[src/rtl/full_adder_if.sv]
// full_adder_if: operand/result bundle for full_adder; the master drives operands, the slave returns results
interface full_adder_if #(parameter int WIDTH = 1);
  logic             in_valid;
  logic [WIDTH-1:0] in1;
  logic [WIDTH-1:0] in2;
  logic             c_in;
  logic             out_valid;
  logic             c_out;
  logic [WIDTH-1:0] sum;
  logic             ovf;
  modport master (output in_valid, in1, in2, c_in, input out_valid, c_out, sum, ovf);
  modport slave  (input in_valid, in1, in2, c_in, output out_valid, c_out, sum, ovf);
endinterface

[src/rtl/full_adder.sv]
// full_adder: WIDTH-bit ripple-carry adder with 1-cycle registered outputs; defining FULL_ADDER_COMB_EN makes it purely combinational
module full_adder #(
  parameter int WIDTH = 1
) (
  input logic         clk,
  input logic         rst_n,
  full_adder_if.slave bus
);
  logic [WIDTH-1:0] a, b, s;
  logic [WIDTH:0]   c;
  logic             ovf_w;
  assign a    = bus.in1;
  assign b    = bus.in2;
  assign c[0] = bus.c_in;
  for (genvar i = 0; i < WIDTH; i++) begin : g_cell
    assign s[i]   = a[i] ^ b[i] ^ c[i];
    assign c[i+1] = (a[i] & b[i]) | (c[i] & (a[i] ^ b[i]));
  end
  assign ovf_w = c[WIDTH] ^ c[WIDTH-1];
`ifdef FULL_ADDER_COMB_EN
  logic unused_clk_rst;
  assign unused_clk_rst = clk & rst_n;
  assign bus.out_valid  = bus.in_valid;
  assign bus.c_out      = c[WIDTH];
  assign bus.sum        = s;
  assign bus.ovf        = ovf_w;
`else
  logic             valid_q, valid_d;
  logic             c_out_q, c_out_d;
  logic [WIDTH-1:0] sum_q, sum_d;
  logic             ovf_q, ovf_d;
  // results only load on valid so X on idle operands never reaches the outputs
  always_comb begin
    valid_d = bus.in_valid;
    c_out_d = bus.in_valid ? c[WIDTH] : c_out_q;
    sum_d   = bus.in_valid ? s : sum_q;
    ovf_d   = bus.in_valid ? ovf_w : ovf_q;
  end
  always_ff @(posedge clk) begin
    if (!rst_n) begin
      valid_q <= 1'b0;
      c_out_q <= 1'b0;
      sum_q   <= '0;
      ovf_q   <= 1'b0;
    end else begin
      valid_q <= valid_d;
      c_out_q <= c_out_d;
      sum_q   <= sum_d;
      ovf_q   <= ovf_d;
    end
  end
  assign bus.out_valid = valid_q;
  assign bus.c_out     = c_out_q;
  assign bus.sum       = sum_q;
  assign bus.ovf       = ovf_q;
`endif
endmodule

[src/flat_wrapper.sv]
// flat-port wrapper written by rule: the top's interface ports become plain ports
module full_adder_flat 
#(
  parameter int WIDTH = 1
)
  (clk, rst_n, bus_in_valid, bus_in1, bus_in2, bus_c_in, bus_out_valid, bus_c_out, bus_sum, bus_ovf);
  full_adder_if #(.WIDTH(WIDTH)) bus_i ();
  input logic clk;
  input logic rst_n;
  input wire logic [$bits(bus_i.in_valid)-1:0] bus_in_valid;
  input wire logic [$bits(bus_i.in1)-1:0] bus_in1;
  input wire logic [$bits(bus_i.in2)-1:0] bus_in2;
  input wire logic [$bits(bus_i.c_in)-1:0] bus_c_in;
  output wire logic [$bits(bus_i.out_valid)-1:0] bus_out_valid;
  output wire logic [$bits(bus_i.c_out)-1:0] bus_c_out;
  output wire logic [$bits(bus_i.sum)-1:0] bus_sum;
  output wire logic [$bits(bus_i.ovf)-1:0] bus_ovf;
  assign bus_i.in_valid = bus_in_valid;
  assign bus_i.in1 = bus_in1;
  assign bus_i.in2 = bus_in2;
  assign bus_i.c_in = bus_c_in;
  assign bus_out_valid = bus_i.out_valid;
  assign bus_c_out = bus_i.c_out;
  assign bus_sum = bus_i.sum;
  assign bus_ovf = bus_i.ovf;
  full_adder #(.WIDTH(WIDTH)) u_core (.clk(clk), .rst_n(rst_n), .bus(bus_i));
endmodule
[config.mk]
export PLATFORM = sky130hd
export DESIGN_NAME = full_adder_flat
export DESIGN_NICKNAME = d
export VERILOG_FILES = /design/src/rtl/full_adder_if.sv /design/src/rtl/full_adder.sv /design/src/flat_wrapper.sv
export SDC_FILE = /design/constraint.sdc
export NUM_CORES = 1
export LEC_CHECK = 0
export ABC_AREA = 1
export CELL_PAD_IN_SITES_DETAIL_PLACEMENT = 0
export CELL_PAD_IN_SITES_GLOBAL_PLACEMENT = 1
export CORE_AREA = 8 8 45 47
export DETAILED_ROUTE_END_ITERATION = 6
export DIE_AREA = 0 0 53 55
export PLACE_DENSITY_LB_ADDON = 0.1
export SLEW_MARGIN = 5
export SYNTH_ARGS = -nofsm -noshare
export SYNTH_HDL_FRONTEND = slang
export SYNTH_SLANG_ARGS = --single-unit
[constraint.sdc]
create_clock -name clk -period 2 [get_ports clk]
set_input_delay 0.2 -clock clk [delete_from_list [all_inputs] [get_ports clk]]
set_output_delay 0.2 -clock clk [all_outputs]
set_load 0.005 [all_outputs]
==> metrics <==
clk_lat worst skew 220 ps; Die Wd 53 um; ys flop type dfxtp_1; gr ovfl total 0; min cycle time layout 1270 ps; top-count cell post-synth inv_1; pre-CTS setup slack 498 ps; routed via count 161; sequential cell area 80.1 um2; Post-Syn Instances 20; GRT Util Overall 0.0388; Synth top cells by count inv_1, dfxtp_1, nand2_1; Setup Viol. Count Final 0; DP Wirelength 353 um; post_cts resized 0; Via density 3.35; clk_skew 0 ps; final core utilization 0.216; fin nets 41; DRT iter0 DRCs 1; starting density of the core 0.120; status finished, final reports clean; Die ar. 0.00292 mm2; core box area 0.00138 mm2; share of cells above drive strength 1 0.0938; initial antenna violation count 0; height of the chip 55 um; CTS tree done; relative slew slack 0.837; Longest Clk Path Bufs 2; setup bufs post-CTS 0; CP top delay family buffers and inverters; post-synthesis sequential area ratio 0.481; RSZ-0062 raised after global routing no; Detailed Routing Iterations Pass 1 4; DRC viols 0; Max H-tree Level 1; Worst Setup Start Kind flop; CP Max Fanout 2; top-area cell type share of the netlist area 0.481; final max-slew violation count 0; max incr delay on CP 510 ps; FP Rows 14; Tightest Pin Transition 244 ps; post-synth cell types 9; Synth area leaders dfxtp_1, fa_1, inv_1; WP data required 1800 ps; # Max-Cap Violations 0; PD cells 750 mW/mm2; synthesized area per cell 8.32 um2; final RePlAce weighted congestion 0.635; Num CTS Buffers 3; Ports 10; Port Buffer Count 9; asr flop ratio synth 0; Crit. End Element primary output; area occupied by multi-input gates 67.6 um2; fillers 165; FMAX 789 MHz; Root Buffer Master clkbuf_4; Syn Nets 27; CP Cell Sequence clkdlybuf4s50_1; post-route antenna net violation count 0; clk sink count 4; Period Utilization, post-route 0.633; largest net degree at the start of global routing 8; final setup TNS 0 ps; critical path type reg2out; Post-Synthesis Cell Area 166 um2; setup ws final 733 ps; Crit-path slowest cell clkdlybuf4s50_1; drt wl/cell 8.83 um; leading area contributor after synthesis dfxtp_1; global-route wire length before repair 731 um; WL final 424 um; Reg clk slew, reported paths 40 ps; Post-synth EDFFs 0; Leak 0.139 nW; WP data arrival 1070 ps; Layout area overhead 79.7%; Hold WC Path Type reg2reg; Max VDD drop 231 uV; # diodes 0; Ys Warns 0; number of global-route vias before repair 189; Final Hold Viols 0; CP bufs+invs 1; # hold bufs at CTS 0; Yosys reg bits 4
## stage by stage
step	cell area, um2	total power, mW	hold slack, ps	cells
after floorplan	166	0.102	290	20
after global placement	277	0.130	505	45
after detailed placement	277	0.130	502	45
after CTS	299	0.232	512	48
after global routing	299	0.242	544	48
final	299	0.224	505	48
## state kept, by name, summed over array words and instances (netlist names)
signal,count
u_core.bus.ovf,1
u_core.bus.sum,1
u_core.bus.out_valid,1
u_core.bus.c_out,1
## cell usage in the layout, fill, tap and decap left out
| master | instances |
|---|---|
| a21oi_1 | 2 |
| dfxtp_1 | 4 |
| clkbuf_4 | 3 |
| o21ai_1 | 1 |
| clkdlybuf4s50_1 | 9 |
| nand3_1 | 1 |
| nand2_1 | 4 |
| o21a_1 | 1 |
| fa_1 | 1 |
| inv_1 | 5 |
| o21ai_0 | 1 |
## report_power, final
group / leakage, nW / switching, mW / total, mW / internal, mW
Sequential: 0.0333 / 0.00268 / 0.0889 / 0.0862
Clock: 0.0138 / 0.0288 / 0.0956 / 0.0668
Combinational: 0.0919 / 0.0151 / 0.0397 / 0.0247
Total: 0.139 / 0.0465 / 0.224 / 0.178
## worst paths after layout
check | start | end | slack (ps) | depth (start not counted)
worst max-delay path | u_core.bus.ovf | bus_ovf | 730 | 1
worst min-delay path | u_core.bus.c_out | u_core.bus.c_out | 510 | 2
worst max register to register | u_core.bus.ovf | u_core.bus.ovf | 1340 | 3
worst min register to register | u_core.bus.c_out | u_core.bus.c_out | 510 | 2
## metal layers
metal	share of wire	vias up	track usage
met5	0	-	0
met4	0	0	0.0647
met3	0.047	0	0.0241
met2	0.42	7	0.0469
met1	0.53	67	0.0350
li1	-	87	-
## cells by family after synthesis
group / synth area share
compound gates: 0.165
buf+inv: 0.113
flops: 0.481
fa+ha+maj: 0.120
simple gates: 0.120
## final cells by class
class / count / area share
Timing Repair Buffer: 9 / 0.301
Sequential cell: 4 / 0.268
Multi-Input combinational cell: 11 / 0.226
Clock buffer: 3 / 0.0753
Tap cell: 16 / 0.0669
Inverter: 5 / 0.0628
Power figures use the tool's default switching activity.
